==> src/rtl/kernel_pkg.sv <==
// rtl/kernel_pkg.sv - shared defaults and state encoding for the kernel sum path
package kernel_pkg;

  localparam int DEF_DATA_W = 16;
  localparam int DEF_KSIZE  = 9;
  localparam int DEF_CNT_W  = 4;
  localparam int DEF_SHIFT  = 0;

  localparam logic [1:0] ST_IDLE = 2'd0;
  localparam logic [1:0] ST_ACC  = 2'd1;
  localparam logic [1:0] ST_DONE = 2'd2;

  typedef enum logic [1:0] {
    S_IDLE = ST_IDLE,
    S_ACC  = ST_ACC,
    S_DONE = ST_DONE
  } state_t;

endpackage

==> src/rtl/kernel_add16.sv <==
// rtl/kernel_add16.sv - shared combinational adder a+b+cin with carry out
module kernel_add16 #(
  parameter int W = 16
) (
  input  logic [W-1:0] a,
  input  logic [W-1:0] b,
  input  logic         cin,
  output logic [W-1:0] s,
  output logic         cout
);

  // Widen by one bit so the carry falls out of the top of the sum
  always_comb begin
    {cout, s} = {1'b0, a} + {1'b0, b} + {{W{1'b0}}, cin};
  end

endmodule

==> src/rtl/kernel_sum_ctrl.sv <==
// rtl/kernel_sum_ctrl.sv - accumulates one kernel window and holds the result
module kernel_sum_ctrl
  import kernel_pkg::*;
#(
  parameter int DATA_W = DEF_DATA_W,
  parameter int KSIZE  = DEF_KSIZE,
  parameter int CNT_W  = DEF_CNT_W,
  parameter int SHIFT  = DEF_SHIFT
) (
  input  logic              clk,
  input  logic              rst,
  input  logic              start,
  input  logic [DATA_W-1:0] in_data,
  input  logic              in_valid,
  output logic              in_ready,
  output logic [DATA_W-1:0] sum_out,
  output logic              sum_valid,
  input  logic              sum_ready,
  output logic              overflow,
  output logic              busy
);

  state_t            state;
  logic [DATA_W-1:0] acc;
  logic [CNT_W-1:0]  cnt;
  logic              ovf;

  logic [DATA_W-1:0] add_s;
  logic              add_cout;
  logic              accept;
  logic              last;

  assign accept = in_valid & in_ready;
  assign last   = (cnt == CNT_W'(KSIZE - 1));

  // The adder always sees the running sum and the offered sample; its result
  // is only committed on an accepted beat.
  kernel_add16 #(
    .W (DATA_W)
  ) u_add (
    .a    (acc),
    .b    (in_data),
    .cin  (1'b0),
    .s    (add_s),
    .cout (add_cout)
  );

  // Window sequencer; outputs are registered alongside each state change
  always_ff @(posedge clk) begin
    if (rst) begin
      state     <= S_IDLE;
      acc       <= '0;
      cnt       <= '0;
      ovf       <= 1'b0;
      in_ready  <= 1'b0;
      sum_valid <= 1'b0;
      sum_out   <= '0;
      overflow  <= 1'b0;
      busy      <= 1'b0;
    end else begin
      case (state)
        S_IDLE: begin
          if (start) begin
            acc      <= '0;
            cnt      <= '0;
            ovf      <= 1'b0;
            state    <= S_ACC;
            in_ready <= 1'b1;
            busy     <= 1'b1;
          end
        end
        S_ACC: begin
          if (accept) begin
            acc <= add_s;
            ovf <= ovf | add_cout;
            cnt <= cnt + 1'b1;
            if (last) begin
              state     <= S_DONE;
              in_ready  <= 1'b0;
              sum_valid <= 1'b1;
              sum_out   <= add_s >> SHIFT;
              overflow  <= ovf | add_cout;
            end
          end
        end
        S_DONE: begin
          if (sum_ready) begin
            sum_valid <= 1'b0;
            sum_out   <= '0;
            overflow  <= 1'b0;
            if (start) begin
              // Back-to-back window: skip IDLE so the next sample can land now
              acc      <= '0;
              cnt      <= '0;
              ovf      <= 1'b0;
              state    <= S_ACC;
              in_ready <= 1'b1;
            end else begin
              state <= S_IDLE;
              busy  <= 1'b0;
            end
          end
        end
        default: begin
          state     <= S_IDLE;
          in_ready  <= 1'b0;
          sum_valid <= 1'b0;
          sum_out   <= '0;
          overflow  <= 1'b0;
          busy      <= 1'b0;
        end
      endcase
    end
  end

endmodule

==> config.mk <==
export PLATFORM = sky130hd
export DESIGN_NAME = kernel_sum_ctrl
export DESIGN_NICKNAME = d
export VERILOG_FILES = /design/src/rtl/kernel_pkg.sv /design/src/rtl/kernel_add16.sv /design/src/rtl/kernel_sum_ctrl.sv
export SDC_FILE = /design/constraint.sdc
export NUM_CORES = 1
export LEC_CHECK = 0
export BUFFER_PORTS_ARGS = -buffer_cell sky130_fd_sc_hd__buf_2
export CORE_UTILIZATION = 45
export DETAILED_ROUTE_END_ITERATION = 16
export PLACE_DENSITY = 0.66
export SYNTH_ARGS = -nofsm -noshare
export SYNTH_HDL_FRONTEND = slang
export SYNTH_SLANG_ARGS = --single-unit
export TNS_END_PERCENT = 30
==> constraint.sdc <==
create_clock -name clk -period 2.1 [get_ports clk]
set_input_delay 0.21 -clock clk [delete_from_list [all_inputs] [get_ports clk]]
set_output_delay 0.21 -clock clk [all_outputs]
set_load 0.05 [all_outputs]
==> flow_summary.json, run 1 <==
{
  "routed_wl_mm": 6.24,
  "start_util_pct": 46.9,
  "cap_violations": 0,
  "cts_hold_buffers": 0,
  "rsz0062_at_grt": "yes",
  "syn_avg_cell_area_um2": 8.25,
  "fp.dieH_um": 77.8,
  "worst_slew_margin_rel_pct": 65.5,
  "drv_slew": 0,
  "global_route.usage.total_pct": 22.4,
  "cp_arrival_ps": 2320,
  "crit_required_ps": 2290,
  "setup.worst_path.class": "flip-flop to flip-flop",
  "dp_hpwl_mm": 4.75,
  "io_buffer_count": 40,
  "clock_path_buffers": 2,
  "outcome": "complete, but fails checks",
  "power.ir.vdd_worst_uv": 389,
  "drt-wirelength-per-cell_um": 14.2,
  "ys.warnings.count": 0,
  "critical_path_peak_fanout": 6,
  "achievable-frequency_mhz": 472,
  "syn_area_um2": 2580,
  "synth_top_cell_area_share_pct": 33.3,
  "level_count_of_the_clock_h_tree": 2,
  "report.final.setup_viol": 4,
  "path_clk_slew_ps": 90,
  "static-leakage-power_nw": 1.34,
  "design.portCount": 41,
  "synthToLayoutAreaGrowth_pct": 20.0,
  "synthesis.instances": 313,
  "gp_congestion": 0.848,
  "grt_pass1_wl_mm": 10.7,
  "cp-end-kind": "flip-flop",
  "violations": "negative setup slack",
  "drc_errors": 0,
  "drive_above_1_share_pct": 23.4,
  "part_of_the_cycle_the_worst_path_needs_pct": 101,
  "crit_path_top_delay_cell": "dfxtp_2",
  "synth_enable_flop_cells": 0,
  "leading_register_cell_type_out_of_synthesis": "dfxtp_1",
  "ant_nets": 0,
  "hold_violations": 0,
  "worst_pin_slew_ps": 515,
  "fillers": 524,
  "synth.ff_latch_count": 43,
  "synth_cell_types": 61,
  "seq_area_frac_synth_pct": 33.3,
  "post-route-worst-setup-slack_ps": -20.6,
  "routed_via_density": 5.48,
  "antenna_found_initial": 0,
  "postPlaceCellArea_um2": 2940,
  "cp_cell_sequence": "ha_4 -> inv_2 -> fa_2 -> and2b_1 -> o211ai_1 -> a211oi_2 -> buf_4 -> a31oi_4 -> xnor2_2 -> a22o_1",
  "layout.cell_area.non_filler_um2": 3100,
  "asyncSetResetFlopFracSynth_pct": 0,
  "final_layout_net_count": 406,
  "die_width_um": 77.8,
  "clock_sink_count": 43,
  "top_cells_by_area_in_the_synthesized_netlist": "dfxtp_1 (33%), ha_1 (8.7%), a21oi_1 (6.4%), nor2_1 (5.4%), nand2_1 (4.6%)",
  "worst_clock_skew_ps": 7.62,
  "synth.largest_area_cell": "dfxtp_1",
  "firstDrtPassIters": 4,
  "power-per-cell-area_nw_per_um2": 570,
  "total_number_of_vias": 2406,
  "drc_violation_total_after_the_first_tritonroute_iteration": 106,
  "clock_latency_ps": 300,
  "grt_max_degree": 20,
  "crit_path_max_incr_delay_ps": 350,
  "hp-class": "primary input to flip-flop",
  "insertedDiodeCount": 0,
  "clockRootBuffer": "clkbuf_8",
  "timing.critical_path.from_type": "flip-flop",
  "first_global_vias": 2247,
  "core.rowCount": 27,
  "clock_tree_from_tritoncts": "yes",
  "mappedNetlistNets": 353,
  "core-area_um2": 5510,
  "fin_crit_ps": 2120,
  "globalRouteOverflowTotal": 0,
  "tritoncts.num_buffers": 5,
  "floorplan.die_area_um2": 6050,
  "timing.setup.tns_ps": -51.3
}
==> placed cells by master, fill, tap and decap left out, drive strengths merged, types with 2 or more instances in the layout <==
cell type	instances
o311a	2
a31oi	3
buf	57
o32ai	2
nor2	39
a22o	12
nand3	8
xnor2	6
dfxtp	43
a21o	4
o211a	2
nand3b	2
inv	16
a21oi	34
nor3	9
and2	2
ha	18
o21a	4
o21bai	2
a22oi	4
or3	2
o211ai	2
o21ai	10
clkbuf	8
a211oi	4
nand2	33
mux2i	2
o31ai	3
nand2b	4
and3	2
nor2b	5
a221oi	2
nand4	3
xor2	4
==> layout make-up <==
| class | instances | area [um^2] | area share (%) |
|---|---|---|---|
| inverters | 16 | 60.1 | 1.94 |
| clock buffers | 8 | 100 | 3.23 |
| well taps | 72 | 90.1 | 2.91 |
| multi-input cells | 243 | 1660 | 53.5 |
| repair buffers | 57 | 328 | 10.6 |
| flip-flops and latches | 43 | 862 | 27.8 |
==> cells by family (layout without fill, tap and decap cells) <==
| family | count (synthesis) | after routing | synth area share (%) |
|---|---|---|---|
| AOI/OAI and AO/OA | 99 | 99 | 27.8 |
| xor gates and xnor gates | 10 | 10 | 3.39 |
| buffers and inverters | 27 | 81 | 4.65 |
| muxes | 2 | 2 | 0.775 |
| and+or+nand+nor | 113 | 113 | 20.5 |
| adders and majority gates | 19 | 19 | 9.49 |
| DFF | 43 | 43 | 33.3 |
==> registers in the layout, indices dropped and copies added (netlist names) <==
register   cells
in_ready       1
acc           16
state          2
busy           1
cnt            4
sum_out       16
overflow       1
sum_valid      1
ovf            1
==> cell usage after synthesis (3+ instances only) <==
cell type / n
buf_4: 4
xnor2_1: 6
dfxtp_1: 43
a21o_1: 3
a22o_1: 11
nand3_1: 8
nand2_1: 32
nor3_1: 9
a21oi_1: 33
nor2b_1: 5
clkbuf_1: 4
nor2_1: 37
o21ai_0: 8
xor2_1: 4
buf_2: 3
ha_1: 18
nand4_1: 3
inv_1: 16
a22oi_1: 4
nand2b_1: 3
o21a_1: 4
==> power by group <==
part	total (mW)	internal (mW)	switching, mW
logic	0.320	0.117	0.203
clock network	0.601	0.301	0.300
registers	0.846	0.833	0.0137
==> timing repair <==
action	4_1_cts	5_1_grt
pin swaps	6	4
setup buffers	1	2
setup endpoints to repair	10	16
gates resized for setup	3	6
gates cloned	0	0
==> worst paths after layout <==
check	slack [ps]	depth (start not counted)	from	endpoint
setup / recovery	-20	10	acc[0]$_SDFFE_PP0P_	acc[12]$_SDFFE_PP0P_
hold / removal	220	3	start	state[0]$_SDFFE_PP0P_
setup reg to reg	-20	10	acc[0]$_SDFFE_PP0P_	acc[12]$_SDFFE_PP0P_
hold reg to reg	460	2	sum_out[5]$_SDFFE_PP0P_	sum_out[5]$_SDFFE_PP0P_
==> layer usage <==
layer,global-route usage [%],share of wire [%],up-vias
met5,0,0,-
met4,6.98,1.0,0
met3,4.59,4.9,6
met2,34.1,43,51
met1,31.4,51,1107
li1,-,-,1242
==> stage by stage <==
stage	cells	util [%]	worst slack [ps]	power [mW]	hold WS [ps]
after floorplan	313	-	-29.5	1.09	380
after global placement	428	53.3	-57.6	1.18	440
after detailed placement	428	53.3	-104	1.18	446
after CTS	437	55.6	-14.5	1.78	217
after global routing	439	56.3	-151	1.85	223
final	439	56.3	-20.6	1.77	219
==> worst max-delay path: cells and delay by family (launching register included) <==
| family | cells | cell delay (ps) |
|---|---|---|
| compound gates | 4 | 600 |
| xor+xnor | 1 | 160 |
| flops | 1 | 350 |
| simple gates | 1 | 220 |
| buf+inv | 2 | 220 |
| fa+ha+maj | 2 | 450 |
No activity file was read; power rests on OpenSTA's default activity.
==> run 2: changes to the inputs <==
--- a/config.mk
+++ b/config.mk
@@ -6,10 +6,13 @@
 export NUM_CORES = 1
 export LEC_CHECK = 0
 export BUFFER_PORTS_ARGS = -buffer_cell sky130_fd_sc_hd__buf_2
-export CORE_UTILIZATION = 45
+export CELL_PAD_IN_SITES_DETAIL_PLACEMENT = 1
+export CELL_PAD_IN_SITES_GLOBAL_PLACEMENT = 2
+export CORE_UTILIZATION = 30
 export DETAILED_ROUTE_END_ITERATION = 16
-export PLACE_DENSITY = 0.66
+export PLACE_DENSITY = 0.73
+export RECOVER_POWER = 25
 export SYNTH_ARGS = -nofsm -noshare
 export SYNTH_HDL_FRONTEND = slang
 export SYNTH_SLANG_ARGS = --single-unit
-export TNS_END_PERCENT = 30
+export TNS_END_PERCENT = 5
==> run 2 against run 1 <==
The run still ends with negative setup slack left. Total power decreased by 0.63%. Sequential share of layout area is 0.53 points lower. Clock power down 4.2%. Final cell count is 8.7% higher. Clock skew is 1.8 ps higher. Largest power group unchanged. Utilization shrank 18 points. Largest cell class unchanged. Worst hold slack lost 16 ps. Flip-flop and latch count unchanged. Setup slack got worse by 39 ps.
==> flow_summary.json, run 2 (synthesized netlist as in run 1, its figures left out) <==
{
  "multiInputGateArea_um2": 1670,
  "place_inst": 467,
  "die_width_um": 94.8,
  "global_route.usage.total_pct": 18.6,
  "clock_tree_from_tritoncts": "yes",
  "critical_path_peak_fanout": 6,
  "drc_violation_total_after_the_first_tritonroute_iteration": 76,
  "fillers": 1029,
  "crit_required_ps": 2310,
  "core.rowCount": 33,
  "part_of_the_cycle_the_worst_path_needs_pct": 103,
  "hp-class": "primary input to flip-flop",
  "floorplan.die_area_um2": 8990,
  "clock_sink_count": 43,
  "design.portCount": 41,
  "core-area_um2": 8260,
  "routed_via_density": 5.21,
  "fin_crit_ps": 2160,
  "synthToLayoutAreaGrowth_pct": 22.3,
  "sequential_standard_cell_area_um2": 862,
  "dp_hpwl_mm": 6.10,
  "ant_nets": 0,
  "report.final.setup_viol": 9,
  "path_clk_slew_ps": 100,
  "insertedDiodeCount": 0,
  "drive_above_1_share_pct": 21.0,
  "worst_pin_slew_ps": 616,
  "dp_worst_setup_slack_ps": -127,
  "drv_slew": 0,
  "cp-end-kind": "flip-flop",
  "drt-wirelength-per-cell_um": 16.3,
  "timing.setup.tns_ps": -293,
  "post-route-worst-setup-slack_ps": -59.5,
  "mostFrequentLayoutCell": "dfxtp_1",
  "cp_arrival_ps": 2370,
  "globalRouteOverflowTotal": 0,
  "clock_path_buffers": 2,
  "setup.worst_path.class": "flip-flop to flip-flop",
  "firstDrtPassIters": 4,
  "gp_congestion": 0.881,
  "timing.critical_path.from_type": "flip-flop",
  "hold_violations": 0,
  "layout_common_cells": "dfxtp_1 (42), nor2_1 (37), a21oi_1 (33)",
  "total_number_of_vias": 2484,
  "power-per-cell-area_nw_per_um2": 556,
  "grt_pass1_wl_mm": 12.7,
  "grt_max_degree": 17,
  "achievable-frequency_mhz": 463,
  "cp_cell_sequence": "ha_4 -> inv_2 -> fa_2 -> and2b_1 -> o211ai_1 -> a211oi_2 -> buf_4 -> a31oi_4 -> xnor2_2 -> a22o_1",
  "clock_latency_ps": 320,
  "fp.dieH_um": 94.8,
  "outcome": "complete, but fails checks",
  "clockRootBuffer": "clkbuf_8",
  "rsz0062_at_grt": "yes",
  "worst_slew_margin_rel_pct": 59.1,
  "io_buffer_count": 40,
  "violations": "negative setup slack",
  "routed_wl_mm": 7.79,
  "level_count_of_the_clock_h_tree": 2,
  "final_cells": 477,
  "crit_path_top_delay_cell": "dfxtp_2",
  "worst_clock_skew_ps": 9.46,
  "cap_violations": 0,
  "tritoncts.num_buffers": 5,
  "crit_path_max_incr_delay_ps": 360,
  "first_global_vias": 2542,
  "reg_top3": "acc: 16 flops, sum_out: 16 flops, cnt: 4 flops",
  "antenna_found_initial": 0,
  "start_util_pct": 31.3,
  "drc_errors": 0,
  "power.ir.vdd_worst_uv": 234,
  "final_layout_net_count": 411,
  "utilization_pct": 38.3,
  "total_power_mw": 1.76,
  "static-leakage-power_nw": 1.30
}
[run 2: cell count changes in the layout (fill, tap and decap cells not counted), sizes merged]
cell,delta
buf,-7
clkbuf,+9
inv,+1
clkinvlp,+2
[run 2: final cells by class]
type                    count  area share (%)
clock buffers               5            2.18
multi-input cells         243            52.7
inverters                  16            1.90
repair buffers             62            11.0
flip-flops and latches     43            27.3
well taps                 105            4.16
clock inverters             3           0.752
[run 2: what timing repair did]
item                                    4_1_cts  5_1_grt
resized for setup                             3        3
endpoints found under the setup margin       12       16
pin swaps                                     6        2
hold buffers                                  0        0
buffers inserted                              2        0
[run 2: final timing paths]
check / from / endpoint / slack, ps / cells after the start
setup reg to reg: acc[0]$_SDFFE_PP0P_ / acc[12]$_SDFFE_PP0P_ / -60 / 10
hold reg to reg: sum_out[15]$_SDFFE_PP0P_ / sum_out[15]$_SDFFE_PP0P_ / 460 / 2
hold / removal: start / state[0]$_SDFFE_PP0P_ / 200 / 3
setup / recovery: acc[0]$_SDFFE_PP0P_ / acc[12]$_SDFFE_PP0P_ / -60 / 10
[run 2: metal layers]
layer,vias up,global-route usage (%),share of wire (%)
met5,-,0,0
li1,1253,-,-
met4,0,5.68,1.7
met1,1182,21.9,47
met2,38,33.5,48
met3,11,3.95,3.1
[run 2: critical path: cells and delay by family (launching register included)]
kind / cells / cell delay [ps]
adders and majority gates: 2 / 460
xor gates and xnor gates: 1 / 160
DFF: 1 / 360
and+or+nand+nor: 1 / 220
buffers and inverters: 2 / 220
AOI/OAI and AO/OA: 4 / 620
[run 2: metrics by stage]
stage          cell area [um^2]  hold slack, ps
2_1_floorplan              2600             380
3_3_place_gp               3020             444
3_5_place_dp               3020             443
4_1_cts                    3150             189
5_1_grt                    3160             215
6_report                   3160             203
[run 2: where the power goes]
| group | total [mW] | switching [mW] | internal (mW) |
|---|---|---|---|
| registers | 0.848 | 0.0147 | 0.833 |
| logic | 0.333 | 0.213 | 0.120 |
| clock network | 0.576 | 0.337 | 0.238 |
==> run 3: changes to the inputs <==
--- a/config.mk
+++ b/config.mk
@@ -10,6 +10,7 @@
 export CELL_PAD_IN_SITES_GLOBAL_PLACEMENT = 2
 export CORE_UTILIZATION = 30
 export DETAILED_ROUTE_END_ITERATION = 16
+export MAX_ROUTING_LAYER = met4
 export PLACE_DENSITY = 0.73
 export RECOVER_POWER = 25
 export SYNTH_ARGS = -nofsm -noshare
==> run 3 against run 2 <==
The flow still finishes with violations (negative setup slack). Register-to-register slack about the same. Clock skew barely moved. Non-clock buffer count is the same. Via count unchanged. Global-route usage rose by 0.54 points. Worst hold slack got worse by 0.93 ps. Critical path depth unchanged. Total power about the same. Setup slack worse by 2.1 ps. Count of clock-buffer cells in the layout unchanged. Final area is the same. Largest cell class unchanged. Highest routed layer unchanged.
==> flow_summary.json, run 3 (synthesized netlist as in run 1, its figures left out) <==
{
  "met3_wire_length_um": 231,
  "power-per-cell-area_nw_per_um2": 556,
  "cp-end-kind": "flip-flop",
  "place_inst": 467,
  "tritoncts.num_buffers": 5,
  "total_number_of_vias": 2484,
  "power.ir.vdd_worst_uv": 233,
  "rsz0062_at_grt": "yes",
  "firstDrtPassIters": 4,
  "grt_max_degree": 17,
  "crit_required_ps": 2310,
  "drc_errors": 0,
  "fp.dieH_um": 94.8,
  "io_buffer_count": 40,
  "clock_path_buffers": 2,
  "m1WireLength_mm": 3.70,
  "crit_family": "compound AO/OA/AOI/OAI gates",
  "critical_path_peak_fanout": 6,
  "cap_violations": 0,
  "worst_pin_slew_ps": 616,
  "dp_hpwl_mm": 6.10,
  "path_clk_slew_ps": 100,
  "cp_cell_sequence": "ha_4 -> inv_2 -> fa_2 -> and2b_1 -> o211ai_1 -> a211oi_2 -> buf_4 -> a31oi_4 -> xnor2_2 -> a22o_1",
  "hold_violations": 0,
  "level_count_of_the_clock_h_tree": 2,
  "insertedDiodeCount": 0,
  "drive_above_1_share_pct": 21.0,
  "start_util_pct": 31.3,
  "final_cells": 477,
  "routed_wl_mm": 7.81,
  "sequential_standard_cell_area_um2": 862,
  "critPathBufInv": 2,
  "worst_clock_skew_ps": 9.74,
  "routed_via_density": 5.21,
  "reg_top3": "acc: 16 flops, sum_out: 16 flops, cnt: 4 flops",
  "drt-wirelength-per-cell_um": 16.4,
  "die_width_um": 94.8,
  "global_route.usage.total_pct": 19.2,
  "gp_congestion": 0.895,
  "achievable-frequency_mhz": 463,
  "setup.worst_path.class": "flip-flop to flip-flop",
  "synthToLayoutAreaGrowth_pct": 22.3,
  "clock_tree_from_tritoncts": "yes",
  "crit_path_max_incr_delay_ps": 360,
  "antenna_found_initial": 0,
  "mostFrequentLayoutCell": "dfxtp_1",
  "floorplan.die_area_um2": 8990,
  "outcome": "complete, but fails checks",
  "part_of_the_cycle_the_worst_path_needs_pct": 103,
  "timing.critical_path.from_type": "flip-flop",
  "post-route-worst-setup-slack_ps": -61.5,
  "worst_slew_margin_rel_pct": 59.1,
  "crit_path_top_delay_cell": "dfxtp_2",
  "grt_pass1_wl_mm": 12.6,
  "globalRouteOverflowTotal": 0,
  "maxUsedRoutingLayer": "met4",
  "multiInputGateArea_um2": 1670,
  "final_layout_net_count": 411,
  "hp-class": "primary input to flip-flop",
  "first_global_vias": 2541,
  "design.portCount": 41,
  "clock_sink_count": 43,
  "ant_nets": 0,
  "fin_crit_ps": 2160,
  "core-area_um2": 8260,
  "layout_common_cells": "dfxtp_1 (42), nor2_1 (37), a21oi_1 (33)",
  "clock_latency_ps": 320,
  "drc_violation_total_after_the_first_tritonroute_iteration": 71,
  "fillers": 1029,
  "core.rowCount": 33,
  "drv_slew": 0,
  "violations": "negative setup slack",
  "utilization_pct": 38.3,
  "report.final.setup_viol": 9,
  "cp_arrival_ps": 2370,
  "route.met2.wl_mm": 3.75,
  "clockRootBuffer": "clkbuf_8",
  "static-leakage-power_nw": 1.30
}
run 3: cell counts in the layout (fill, tap and decap cells not counted):
No cell type changed its count.
run 3: cell type report:
cell class                 instances  share of cell area [%]
sequential                        43                    27.3
timing repair buffer              62                    11.0
tap                              105                    4.16
multi-input combinational        243                    52.7
clock buffer                       5                    2.18
inverter                          16                    1.90
clock inverter                     3                   0.752
run 3: metal layers:
layer	GRT usage, %	vias to the layer above
li1	-	1253
met2	33.5	40
met3	3.78	12
met1	22.0	1179
met5	-	-
met4	5.68	0
run 3: final timing paths:
kind                            startpoint                       end  slack [ps]  depth (start not counted)
setup / recovery       acc[0]$_SDFFE_PP0P_      acc[12]$_SDFFE_PP0P_         -60                         10
hold / removal                       start     state[0]$_SDFFE_PP0P_         200                          3
setup reg to reg       acc[0]$_SDFFE_PP0P_      acc[12]$_SDFFE_PP0P_         -60                         10
hold reg to reg   sum_out[15]$_SDFFE_PP0P_  sum_out[15]$_SDFFE_PP0P_         460                          2
run 3: power by group:
group	internal [mW]	total [mW]	switching (mW)
clock	0.238	0.577	0.338
sequential	0.833	0.848	0.0147
combinational	0.120	0.333	0.213
total	1.19	1.76	0.566
run 3: worst min-delay path, delay by kind of cell:
| kind | cells | cell delay (ps) |
|---|---|---|
| AOI/OAI and AO/OA | 1 | 70 |
| buffers and inverters | 1 | 120 |
| and+or+nand+nor | 1 | 80 |
run 3: timing repair:
action,CTS,global route
hold buffers,0,0
cloned,0,0
setup endpoints to repair,12,16
pin swaps,6,2
setup buffers,2,0
resized for setup,3,3
run 3: stage by stage:
step / worst slack [ps] / power, mW / hold slack (ps) / TNS [ps] / area [um^2]
detailed placement: -127 / 1.20 / 443 / -786 / 3020
floorplan: -29.5 / 1.09 / 380 / -73.0 / 2600
CTS: -81.8 / 1.80 / 189 / -513 / 3150
global route: -162 / 1.86 / 215 / -1460 / 3160
global placement: -62.3 / 1.20 / 444 / -329 / 3020
finish: -61.5 / 1.76 / 202 / -313 / 3160
